`src/rtl/gpio_cfg_pkg.sv`:
```
// Shared constants and types for the per-pad GPIO configuration shifter.
// Latency: n/a (declarations only).
// Backpressure: n/a.
package gpio_cfg_pkg;

  localparam int CFG_WIDTH = 13;

  // Bit positions of the pad-control fields inside the configuration word
  localparam int CFG_MGMT_ENA = 0;
  localparam int CFG_OUTENB   = 1;
  localparam int CFG_HOLDOVER = 2;
  localparam int CFG_INENB    = 3;
  localparam int CFG_IB_MODE  = 4;
  localparam int CFG_ANA_EN   = 5;
  localparam int CFG_ANA_SEL  = 6;
  localparam int CFG_ANA_POL  = 7;
  localparam int CFG_SLOW     = 8;
  localparam int CFG_VTRIP    = 9;
  localparam int CFG_DM_LSB   = 10;
  localparam int DM_WIDTH     = 3;

  // Typical mask-programmed default: output buffer disabled, drive mode 001
  localparam logic [CFG_WIDTH-1:0] CFG_DEFAULT = 13'h0402;

  typedef enum logic [1:0] {
    S_INIT  = 2'd0,
    S_IDLE  = 2'd1,
    S_SHIFT = 2'd2
  } cfg_state_t;

  // Decoded pad controls, one bundle so the decoder has a single output
  typedef struct packed {
    logic                mgmt_ena;
    logic                outenb;
    logic                holdover;
    logic                inenb;
    logic                ib_mode_sel;
    logic                ana_en;
    logic                ana_sel;
    logic                ana_pol;
    logic                slow_sel;
    logic                vtrip_sel;
    logic [DM_WIDTH-1:0] dm;
  } pad_ctrl_t;

  // Values driven to the pad before a configuration has been loaded:
  // both buffers disabled, everything else off
  localparam pad_ctrl_t PAD_SAFE = '{
    mgmt_ena:    1'b0,
    outenb:      1'b1,
    holdover:    1'b0,
    inenb:       1'b1,
    ib_mode_sel: 1'b0,
    ana_en:      1'b0,
    ana_sel:     1'b0,
    ana_pol:     1'b0,
    slow_sel:    1'b0,
    vtrip_sel:   1'b0,
    dm:          '0
  };

endpackage

```
`src/rtl/gpio_config_decode.sv`:
```
// Field extraction from the committed configuration word, forced to safe values until valid.
// Latency: purely combinational.
// Backpressure: none; output follows the inputs continuously.
module gpio_config_decode
  import gpio_cfg_pkg::*;
(
  input  logic                 config_valid,
  input  logic [CFG_WIDTH-1:0] config_reg,
  output pad_ctrl_t            pad,
  output logic [CFG_WIDTH-1:0] gpio_config
);

  // Split the word into pad fields, or hold the pad in its safe state
  always_comb begin
    pad         = PAD_SAFE;
    gpio_config = '0;
    if (config_valid) begin
      gpio_config     = config_reg;
      pad.mgmt_ena    = config_reg[CFG_MGMT_ENA];
      pad.outenb      = config_reg[CFG_OUTENB];
      pad.holdover    = config_reg[CFG_HOLDOVER];
      pad.inenb       = config_reg[CFG_INENB];
      pad.ib_mode_sel = config_reg[CFG_IB_MODE];
      pad.ana_en      = config_reg[CFG_ANA_EN];
      pad.ana_sel     = config_reg[CFG_ANA_SEL];
      pad.ana_pol     = config_reg[CFG_ANA_POL];
      pad.slow_sel    = config_reg[CFG_SLOW];
      pad.vtrip_sel   = config_reg[CFG_VTRIP];
      pad.dm          = config_reg[CFG_DM_LSB +: DM_WIDTH];
    end
  end

endmodule

```
`src/rtl/gpio_config_shifter.sv`:
```
// Per-pad GPIO config: loads defaults after reset, takes a serial MSB-first reload, commits on exact bit count.
// Latency: committed word reaches the pad outputs one cycle after the load_strobe edge.
// Backpressure: none; strobes are accepted every cycle (dropped only in S_INIT or by priority restore > load > shift).
module gpio_config_shifter
  import gpio_cfg_pkg::*;
#(
  // Counter must be able to hold a value strictly above CFG_WIDTH so an
  // over-long stream saturates instead of wrapping back onto a valid count
  parameter int CNT_WIDTH = 4
) (
`ifdef USE_POWER_PINS
  inout  wire                  VPWR,
  inout  wire                  VGND,
`endif
  input  logic                 clk,
  input  logic                 reset,
  input  logic [CFG_WIDTH-1:0] gpio_defaults,
  input  logic                 serial_data_in,
  input  logic                 shift_en,
  input  logic                 load_strobe,
  input  logic                 restore,
  output logic                 serial_data_out,
  output logic [CFG_WIDTH-1:0] gpio_config,
  output logic                 config_valid,
  output logic                 load_done,
  output logic                 load_error,
  output logic                 mgmt_ena,
  output logic                 gpio_outenb,
  output logic                 gpio_holdover,
  output logic                 gpio_inenb,
  output logic                 gpio_ib_mode_sel,
  output logic                 gpio_ana_en,
  output logic                 gpio_ana_sel,
  output logic                 gpio_ana_pol,
  output logic                 gpio_slow_sel,
  output logic                 gpio_vtrip_sel,
  output logic [DM_WIDTH-1:0]  gpio_dm
);

  localparam logic [CNT_WIDTH-1:0] CNT_FULL = CNT_WIDTH'(CFG_WIDTH);
  localparam logic [CNT_WIDTH-1:0] CNT_MAX  = '1;

  cfg_state_t           state;
  logic [CFG_WIDTH-1:0] shift_reg;
  logic [CFG_WIDTH-1:0] config_reg;
  logic [CNT_WIDTH-1:0] bit_cnt;
  pad_ctrl_t            pad;

  assign serial_data_out = shift_reg[CFG_WIDTH-1];

  // Control FSM: default load, serial shift, commit/error and restore handling
  always_ff @(posedge clk or posedge reset) begin
    if (reset) begin
      state        <= S_INIT;
      shift_reg    <= '0;
      config_reg   <= '0;
      bit_cnt      <= '0;
      config_valid <= 1'b0;
      load_done    <= 1'b0;
      load_error   <= 1'b0;
    end else begin
      load_done <= 1'b0;
      case (state)
        S_INIT: begin
          shift_reg    <= gpio_defaults;
          config_reg   <= gpio_defaults;
          config_valid <= 1'b1;
          state        <= S_IDLE;
        end
        S_IDLE, S_SHIFT: begin
          if (restore) begin
            shift_reg  <= gpio_defaults;
            config_reg <= gpio_defaults;
            bit_cnt    <= '0;
            load_error <= 1'b0;
            state      <= S_IDLE;
          end else if (load_strobe) begin
            // Only a stream of exactly CFG_WIDTH bits is a complete word
            if (bit_cnt == CNT_FULL) begin
              config_reg <= shift_reg;
              load_done  <= 1'b1;
            end else begin
              load_error <= 1'b1;
            end
            bit_cnt <= '0;
            state   <= S_IDLE;
          end else if (shift_en) begin
            shift_reg <= {shift_reg[CFG_WIDTH-2:0], serial_data_in};
            if (state == S_IDLE) begin
              bit_cnt <= CNT_WIDTH'(1);
            end else if (bit_cnt != CNT_MAX) begin
              bit_cnt <= bit_cnt + CNT_WIDTH'(1);
            end
            state <= S_SHIFT;
          end
        end
        default: state <= S_INIT;
      endcase
    end
  end

  gpio_config_decode u_decode (
    .config_valid (config_valid),
    .config_reg   (config_reg),
    .pad          (pad),
    .gpio_config  (gpio_config)
  );

  assign mgmt_ena         = pad.mgmt_ena;
  assign gpio_outenb      = pad.outenb;
  assign gpio_holdover    = pad.holdover;
  assign gpio_inenb       = pad.inenb;
  assign gpio_ib_mode_sel = pad.ib_mode_sel;
  assign gpio_ana_en      = pad.ana_en;
  assign gpio_ana_sel     = pad.ana_sel;
  assign gpio_ana_pol     = pad.ana_pol;
  assign gpio_slow_sel    = pad.slow_sel;
  assign gpio_vtrip_sel   = pad.vtrip_sel;
  assign gpio_dm          = pad.dm;

endmodule

```
`config.mk`:
```
export PLATFORM = sky130hd
export DESIGN_NAME = gpio_config_shifter
export DESIGN_NICKNAME = d
export VERILOG_FILES = /design/src/rtl/gpio_cfg_pkg.sv /design/src/rtl/gpio_config_decode.sv /design/src/rtl/gpio_config_shifter.sv
export SDC_FILE = /design/constraint.sdc
export NUM_CORES = 1
export LEC_CHECK = 0
export BUFFER_PORTS_ARGS = -buffer_cell sky130_fd_sc_hd__buf_2
export CAP_MARGIN = 20
export CORE_MARGIN = 10
export CORE_UTILIZATION = 45
export DETAILED_ROUTE_END_ITERATION = 10
export PLACE_DENSITY = 0.69
export SYNTH_ARGS = -nofsm -noshare
export SYNTH_HDL_FRONTEND = slang
export SYNTH_SLANG_ARGS = --single-unit
```
`constraint.sdc`:
```
create_clock -name clk -period 2.5 [get_ports clk]
set_clock_uncertainty 0.15 [all_clocks]
set_input_delay 0.125 -clock clk [delete_from_list [all_inputs] [get_ports clk]]
set_output_delay 0.125 -clock clk [all_outputs]
set_load 0.03 [all_outputs]
```
### Yosys cells after proc, flatten, opt, wreduce, memory -nomap -nowiden

Index checks and enable logic that the tools add are counted.

* $add $sub $neg: 1
* eq/ne operators: 10
* multiplexer cells: 26
* reductions and logical operators: 10

Operators with widths (count)
* $mux 13: 8
* $pmux 13 s2: 2
* $mux 4: 5
* $ne 3x3->1 const B: 4
* $reduce_and 3->1: 4
* $ne 4x4->1 const B: 2
* $mux 1: 7
* $mux 2: 3
* $add 4x1->4 const B: 1
* $eq 4x4->1 const B: 1
* $pmux 2 s2: 1
* $reduce_bool 2->1: 2
* $reduce_bool 4->1: 1
* $reduce_bool 3->1: 1
* $eq 2x1->1 const B: 1
* $eq 2x2->1 const B: 1
* $logic_not 2->1: 1
* $ne 2x2->1 const B: 1
* $reduce_or 2->1: 1

* bits in registers: 35
* input port bits: 19
* output and inout bits: 30
* logic and storage cells: 54

### Longest topological paths before layout

Gate-level depths: netlist of run 1.

* depth after elaboration: 6
* mapped depth: 7
* depth with buffers taken out: 5

### By module

A second synthesis of run 1 with hierarchy kept.

* cell total of the unflattened synthesis: 213
* area total of the unflattened synthesis: 1944.4 µm²

Modules (own cells, without submodules)
* gpio_config_shifter: times used 1, cells each 186, area each 1745.4 µm²
* gpio_config_decode: times used 1, cells each 27, area each 198.9 µm²

### Worst setup path after synthesis of run 1

OpenSTA, ideal clock, no wires.

* path type: flip-flop to flip-flop
* start: register state[0]
* end: register shift_reg[2]
* library setup time: 0.125 ns
* data arrival time: 1.734 ns
* required time: 2.225 ns
* setup slack: 0.492 ns
* cell stages (with the launch flop): 8
* buffers on the path: 2
* period minus slack after synthesis: 2.008 ns
* path through: dfrtp_1 inv_1 ha_1 nand2b_1 buf_4 buf_6 mux2_2 mux2_2

* cells in the longest elaborated chain, start to end: 4
* elaborated cells on any way between the ends: 9
* those cells by class: eq/ne: 4; mux: 1; reduce/logical: 4

Ends and longest elaborated chain
* start, declared: RTL line gpio_config_shifter.sv:43 `cfg_state_t state;`
* start signal, assigned: RTL line gpio_config_shifter.sv:54 `state <= S_INIT;`
* start signal, assigned: RTL line gpio_config_shifter.sv:68 `state <= S_IDLE;`
* start signal, assigned: RTL line gpio_config_shifter.sv:76 `state <= S_IDLE;`
* $eq 2x1->1 or $eq 2x2->1 (tied branches): RTL line gpio_config_shifter.sv:63 `case (state)`
* $reduce_or 2->1: RTL line gpio_config_shifter.sv:63
* $ne 3x3->1 (no line) or $reduce_bool 2->1 (tied branches)
* $reduce_and 3->1 (no line)
* end signal, assigned: RTL line gpio_config_shifter.sv:65 `shift_reg <= gpio_defaults;`
* end signal, assigned: RTL line gpio_config_shifter.sv:72 `shift_reg <= gpio_defaults;`
* end signal, assigned: RTL line gpio_config_shifter.sv:88 `shift_reg <= {shift_reg[CFG_WIDTH-2:0], serial_data_in};`
* end, declared: RTL line gpio_config_shifter.sv:44 `logic [CFG_WIDTH-1:0] shift_reg;`

Parallel ways exist; a longest one is shown, timed or not.
A chain may end at the register's enable or synchronous reset.

### Worst setup path after layout of run 1

* start: register state[0]
* end: register config_reg[7]

* cells in the longest elaborated chain, start to end: 4
* elaborated cells on any way between the ends: 9
* those cells by class: eq/ne: 4; mux: 1; reduce/logical: 4

Ends and longest elaborated chain
* $eq 2x1->1 or $eq 2x2->1 (tied branches): RTL line gpio_config_shifter.sv:63
* $reduce_or 2->1: RTL line gpio_config_shifter.sv:63
* $ne 3x3->1 (no line) or $reduce_bool 2->1 (tied branches)
* $reduce_and 3->1 (no line)
* end signal, assigned: RTL line gpio_config_shifter.sv:66 `config_reg <= gpio_defaults;`
* end signal, assigned: RTL line gpio_config_shifter.sv:73 `config_reg <= gpio_defaults;`
* end signal, assigned: RTL line gpio_config_shifter.sv:80 `config_reg <= shift_reg;`
* end, declared: RTL line gpio_config_shifter.sv:45 `logic [CFG_WIDTH-1:0] config_reg;`

Parallel ways exist; a longest one is shown, timed or not.

==> summary.txt, run 1 <==
Clocking
  • PostCTS Resize Cnt: 0
  • Htree depth: 2
  • Clock transition at path regs: 0.08 ns
  • Clock Path Buffers: 2
  • CTS Buf Count: 5
  • CTS tree: yes
  • Clk Latency, worst-skew pair: 0.29 ns
  • Post-CTS setup buffers: 0
  • # clock sinks: 35
  • CTS Root Cell: clkbuf_8

Timing
  • Relative slew slack: 0.667
  • Final Hold Viols: 0
  • Worst Max-Slew Pin Slew: 0.499 ns
  • Setup WS post-layout: 0.434 ns
  • Setup TNS: 0 ns
  • RSZ-0062 raised after global routing: no
  • Fmax: 0.484 GHz
  • Final critical-path required period: 2.07 ns
  • Max Slew Vio Count: 0
  • Final Setup Violations: 0
  • Hold Slack: 0.0461 ns
  • Period utilization: 0.826

Route
  • Via-to-Cell Ratio: 5.14
  • Final wirelength: 4210 um
  • Met1 WL: 1910 um
  • Met2 wire length: 1960 um
  • Initial drt markers: 32
  • WL met3: 290 um
  • Total number of vias: 1388
  • Initial DRT Pass Iterations: 4
  • Top layer in use: met4
  • WL/cell: 15.6 um
  • DRC viols: 0
  • Post-route ant nets: 0

Synthesis
  • Synthesized instance count: 173
  • Synth Area per Inst: 11.9 um2
  • Yosys reg bits: 35
  • Synth Net Count: 197
  • Synth area leader: dfrtp_1
  • Share of the yosys chip area belonging to registers: 0.425
  • Synth top area share: 0.425
  • Synthesized area: 0.00206 mm2
  • Largest cells by area after synthesis: dfrtp_1 43%, mux2_2 28%, buf_4 5.1%
  • Yosys cell types: 36
  • EDFF count, synth: 0
  • Synth cell count leaders: 51 x mux2_2, 35 x dfrtp_1, 14 x buf_4
  • Cell with the most instances after synthesis: mux2_2
  • Top_reg_cell synth: dfrtp_1
  • FFs w/ async S/R, synth: 1.00
  • Yosys warnings: 0

GRT
  • Vias in the first global route: 1438
  • Largest net degree at the start of global routing: 36
  • GR Overflow Total: 0
  • Total track usage: 0.110
  • First-pass GRT wire length: 6820 um
  • Initial antenna violation count: 0

Final layout
  • Share of layout cells above drive strength 1: 0.532
  • Fill cells: 394
  • Area delta synth->final: 16.8%
  • Area of the multi-input gates: 0.00101 mm2
  • Final net count: 241
  • Util after Layout: 0.549
  • Ant. Diodes: 0
  • FF/Latch Area: 876 um2

Critical path
  • Crit path cell chain: inv_1 > ha_1 > nand2b_1 > buf_4 > mux2_2 > mux2_2
  • Slowest-stage cell, CP: dfrtp_1
  • Worst R2R Path Depth: 6
  • Slowest stage delay, CP: 0.40 ns
  • Setup crit start: state[0]
  • CP arrival: 2.09 ns
  • Crit path kind: flip-flop to flip-flop
  • CP Launch Type: flip-flop
  • Worst r2r src: state[0]
  • Max Fanout on Critical Path: 28
  • CP most frequent cell: mux2_2
  • CP Capture Type: flip-flop
  • CP required: 2.53 ns

Placement
  • Post-detail-place hpwl: 3050 um
  • Worst slack, placed: 0.442 ns
  • Port Buffer Count: 48
  • GP Congestion: 0.791

Power and ir drop
  • Static Leak: 1.12 nW
  • Clock Power Share: 0.158
  • Gate power share: 0.541
  • VDD IR max: 0.571 mV
  • Power Density: 1350 mW/mm2
  • P_sw: 0.00136 W
  • Sw frac: 0.419
  • Tot Pwr: 0.00324 W
  • Int Pwr: 0.00188 W
  • Sequential power share: 0.301

Die
  • Ports: 49
  • Placement Rows: 24
  • Die Y: 87.7 um
  • Die span in x: 87.7 um
  • Die ar.: 0.00768 mm2
  • Core area: 0.00438 mm2
  • Initial Util: 0.470

Run status
  • Status: completed

Worst hold path
  • Hold Path Depth: 3
  • HP Class: input port to flip-flop
  • Worst hold start: serial_data_in

Flow run
  • Max-cap violations: 0
[routing by layer]
metal / vias to the layer above / GRT usage
met5: - / 0
met1: 658 / 0.132
met4: 0 / 0.0420
li1: 690 / -
met2: 33 / 0.177
met3: 7 / 0.0390
[power by group through the flow]
stage / Combinational, W / Sequential [W] / Clock [W]
2_1_floorplan: 0.00150 / 0.000962 / 0
3_3_place_gp: 0.00175 / 0.000981 / 0
3_5_place_dp: 0.00177 / 0.000988 / 0
4_1_cts: 0.00178 / 0.000978 / 0.000527
5_1_grt: 0.00189 / 0.00101 / 0.000550
6_report: 0.00175 / 0.000976 / 0.000511
[cells by family after synthesis]
family          after synthesis  synth area share
simple gates                 37             0.114
mux                          53             0.291
compound gates               16            0.0571
flops                        35             0.425
fa+ha+maj                     5            0.0304
buf+inv                      27            0.0826
[path summary, 6_finish.rpt]
kind,slack (ns),end
min in group asynchronous,0.33,bit_cnt[2]
max in group asynchronous,1.56,load_done
min,0.05,shift_reg[0]
min reg2reg,0.35,config_reg[4]
max reg2reg,0.43,config_reg[7]
max,0.43,config_reg[7]
[placed cells by master, fill, tap and decap left out, types with 3 or more instances in the layout]
| cell type | n |
|---|---|
| a31oi_1 | 3 |
| and2_1 | 13 |
| nor2_1 | 3 |
| clkbuf_8 | 5 |
| ha_1 | 5 |
| dlygate4sd3_1 | 3 |
| dfrtp_1 | 35 |
| mux2_2 | 51 |
| nand2b_1 | 5 |
| buf_4 | 5 |
| buf_2 | 48 |
| inv_1 | 8 |
[worst max-delay path, delay by kind of cell (launching register included)]
| family | cells | cell delay (ns) |
|---|---|---|
| muxes | 2 | 0.64 |
| DFF | 1 | 0.40 |
| buffers and inverters | 2 | 0.38 |
| adders and majority gates | 1 | 0.30 |
| and+or+nand+nor | 1 | 0.07 |
[final cells by class]
| type | count | area share |
|---|---|---|
| multi-input combinational | 111 | 0.421 |
| sequential | 35 | 0.364 |
| clock inverter | 3 | 0.0182 |
| inverter | 8 | 0.0125 |
| tap | 52 | 0.0271 |
| clock buffer | 5 | 0.0286 |
| timing repair buffer | 56 | 0.128 |
[metrics by stage]
stage	instances	instance area (um2)
after floorplan	173	2060
after global placement	259	2260
after detailed placement	259	2260
after CTS	270	2400
after global routing	270	2400
final	270	2400
[what timing repair did]
item | 4_1_cts | 5_1_grt
setup endpoints to repair | 0 | 0
hold buffers | 3 | 0
endpoints found under the hold margin | 37 | 0
(Power assumes the default switching activity.)
==> run 2, diff against run 1 <==
--- a/config.mk
+++ b/config.mk
@@ -10,7 +10,7 @@
 export CORE_MARGIN = 10
 export CORE_UTILIZATION = 45
 export DETAILED_ROUTE_END_ITERATION = 10
-export PLACE_DENSITY = 0.69
+export PLACE_DENSITY = 0.71
 export SYNTH_ARGS = -nofsm -noshare
 export SYNTH_HDL_FRONTEND = slang
 export SYNTH_SLANG_ARGS = --single-unit
==> constraint.sdc (replaced) <==
create_clock -name clk -period 1.74 [get_ports clk]
set_clock_uncertainty 0.15 [all_clocks]
set_input_delay 0.087 -clock clk [delete_from_list [all_inputs] [get_ports clk]]
set_output_delay 0.087 -clock clk [all_outputs]
set_load 0.03 [all_outputs]
==> run 2 against run 1 <==
Against the previous run:
- utilization grew 9.6 points
- register-to-register slack worse by 0.55 ns
- first-iteration DRC count increased by 120%
- clock power up 13%
- largest cell class unchanged
- the run now ends with negative setup slack left
- worst setup slack worse by 0.55 ns
- non-clock buffer count up 20
- largest power group unchanged
==> summary.txt, run 2 (synthesis gave the netlist of run 1 again) <==
Run status
  • Violated checks: negative setup slack
  • Status: finished with violations (was completed)

Final layout
  • FF/Latch Area: 876 um2 (unchanged)
  • Area of the multi-input gates: 0.00123 mm2 (was 0.00101 mm2)
  • Most frequent cells in the layout: 48 x buf_2, 35 x dfrtp_1, 28 x mux2_4 (was 51 x mux2_2, 48 x buf_2, 35 x dfrtp_1)
  • Final net count: 261 (was 241)
  • Share of layout cells above drive strength 1: 0.634 (was 0.532)
  • Most common cell after layout, fill and taps aside: buf_2 (was mux2_2)
  • Ant. Diodes: 0 (unchanged)
  • Final non-filler cell total: 290 (was 270)
  • Area delta synth->final: 37.2% (was 16.8%)
  • Fill cells: 353 (was 394)

Timing
  • Relative slew slack: 0.667 (about the same)
  • Worst Max-Slew Pin Slew: 0.499 ns (about the same)
  • Fmax: 0.539 GHz (was 0.484 GHz)
  • Final critical-path required period: 1.85 ns (was 2.07 ns)
  • Final Hold Viols: 0 (unchanged)
  • Max Slew Vio Count: 0 (unchanged)
  • Final Setup Violations: 28 (was 0)
  • Period utilization: 1.07 (was 0.826)
  • RSZ-0062 raised after global routing: yes (was no)
  • Setup WS post-layout: -0.114 ns (was 0.434 ns)

Clocking
  • Clock transition at path regs: 0.07 ns (was 0.08 ns)
  • CTS Root Cell: clkbuf_8 (unchanged)
  • Htree depth: 2 (unchanged)
  • CTS Buf Count: 5 (unchanged)
  • Clk Latency, worst-skew pair: 0.29 ns (about the same)
  • # clock sinks: 35 (unchanged)
  • CTS tree: yes (unchanged)
  • Clock Path Buffers: 2 (unchanged)

Flow run
  • Max-cap violations: 0 (unchanged)

Placement
  • GP Congestion: 0.825 (was 0.791)
  • Worst slack, placed: -0.138 ns (was 0.442 ns)
  • Port Buffer Count: 48 (unchanged)
  • Post-detail-place hpwl: 3230 um (was 3050 um)
  • Inst Count DP: 270 (was 259)

Die
  • Placement Rows: 24 (unchanged)
  • Initial Util: 0.470 (unchanged)
  • Die span in x: 87.7 um (unchanged)
  • Core area: 0.00438 mm2 (unchanged)
  • Ports: 49 (unchanged)
  • Die ar.: 0.00768 mm2 (unchanged)
  • Die Y: 87.7 um (unchanged)

GRT
  • Total track usage: 0.128 (was 0.110)
  • First-pass GRT wire length: 7900 um (was 6820 um)
  • Largest net degree at the start of global routing: 36 (unchanged)
  • GR Overflow Total: 0 (unchanged)
  • Initial antenna violation count: 0 (unchanged)
  • Vias in the first global route: 1562 (was 1438)

Power and ir drop
  • P_sw: 0.00225 W (was 0.00136 W)
  • Int Pwr: 0.00321 W (was 0.00188 W)
  • Sw frac: 0.412 (was 0.419)
  • Gate power share: 0.637 (was 0.541)
  • Clock Power Share: 0.106 (was 0.158)
  • Sequential power share: 0.258 (was 0.301)
  • Static Leak: 1.38 nW (was 1.12 nW)
  • Power Density: 1930 mW/mm2 (was 1350 mW/mm2)
  • VDD IR max: 1.32 mV (was 0.571 mV)

Critical path
  • Slowest-stage cell, CP: dfrtp_1 (unchanged)
  • Worst r2r src: state[1] (was state[0])
  • Crit path cell chain: inv_2 > ha_4 > buf_12 > nor2_2 > a31oi_2 > buf_4 > mux2_2 (was inv_1 > ha_1 > nand2b_1 > buf_4 > mux2_2 > mux2_2)
  • Slowest stage delay, CP: 0.36 ns (was 0.40 ns)
  • Setup crit start: state[1] (was state[0])
  • CP Launch Type: flip-flop (unchanged)
  • CP Capture Type: flip-flop (unchanged)
  • Crit path kind: flip-flop to flip-flop (unchanged)
  • FF-to-FF setup slack: -0.11 ns (was 0.43 ns)
  • CP arrival: 1.87 ns (was 2.09 ns)
  • Max Fanout on Critical Path: 6 (was 28)
  • CP required: 1.76 ns (was 2.53 ns)

Route
  • DRC viols: 0 (unchanged)
  • Total number of vias: 1558 (was 1388)
  • Post-route ant nets: 0 (unchanged)
  • Final wirelength: 5250 um (was 4210 um)
  • Via-to-Cell Ratio: 5.37 (was 5.14)
  • Initial DRT Pass Iterations: 4 (unchanged)
  • Initial drt markers: 69 (was 32)
  • WL/cell: 18.1 um (was 15.6 um)

Worst hold path
  • HP Class: input port to flip-flop (unchanged)
  • Worst hold start: gpio_defaults[5] (was serial_data_in)
[run 2: cell types whose count changed in the layout (fill, tap and decap cells not counted), sizes merged]
cell,delta
buf,+19
bufinv,-1
clkbuf,+3
clkinv,-1
[run 2: through the flow]
step	total power (W)	hold WS, ns	instance area, um2	util	TNS [ns]
2_1_floorplan	0.00357	0.0232	2080	-	-2.80
3_3_place_gp	0.00414	0.0693	2380	0.543	-2.78
3_5_place_dp	0.00419	0.0685	2380	0.543	-3.24
4_1_cts	0.00519	0.0130	2690	0.614	-1.65
5_1_grt	0.00577	0.0232	2830	0.644	-4.09
6_report	0.00546	0.0214	2830	0.644	-2.24
[run 2: layout make-up]
class | instances | area share
inverter | 8 | 0.0106
timing repair buffer | 76 | 0.192
clock inverter | 1 | 0.00177
tap | 52 | 0.0230
multi-input combinational | 111 | 0.435
clock buffer | 7 | 0.0270
sequential | 35 | 0.310
[run 2: path summary, 6_finish.rpt]
kind	endpoint	cells past startpoint
max in group asynchronous	config_reg[4]	4
worst max register to register	shift_reg[4]	7
worst max-delay path	shift_reg[4]	7
worst min-delay path	config_reg[5]	3
min in group asynchronous	config_reg[1]	4
worst min register to register	config_reg[6]	1
[run 2: power groups by stage]
stage	Sequential [W]	Clock [W]	Combinational, W
after global routing	0.00146	0.000630	0.00368
after CTS	0.00139	0.000593	0.00321
final	0.00141	0.000576	0.00347
after floorplan	0.00138	0	0.00219
after global placement	0.00138	0	0.00277
after detailed placement	0.00140	0	0.00279
[run 2: critical path: cells and delay by family (launching register included)]
family | cells | cell delay, ns
buffers and inverters | 3 | 0.38
DFF | 1 | 0.36
muxes | 1 | 0.34
adders and majority gates | 1 | 0.29
AOI/OAI and AO/OA | 1 | 0.19
and+or+nand+nor | 1 | 0.04
[run 2: metal layers]
| layer | GRT usage | part of all wire | up-vias |
|---|---|---|---|
| met4 | 0.0435 | 0.011 | 0 |
| met3 | 0.0297 | 0.054 | 7 |
| met5 | 0 | 0 | - |
| met2 | 0.199 | 0.49 | 42 |
| li1 | - | - | 732 |
| met1 | 0.170 | 0.44 | 777 |
[run 2: what timing repair did]
action,CTS,global route
setup buffers,4,3
cloned,1,1
gates resized for setup,35,22
endpoints found under the setup margin,27,31
endpoints found under the hold margin,37,0
pin swaps,4,3
hold buffers,3,0
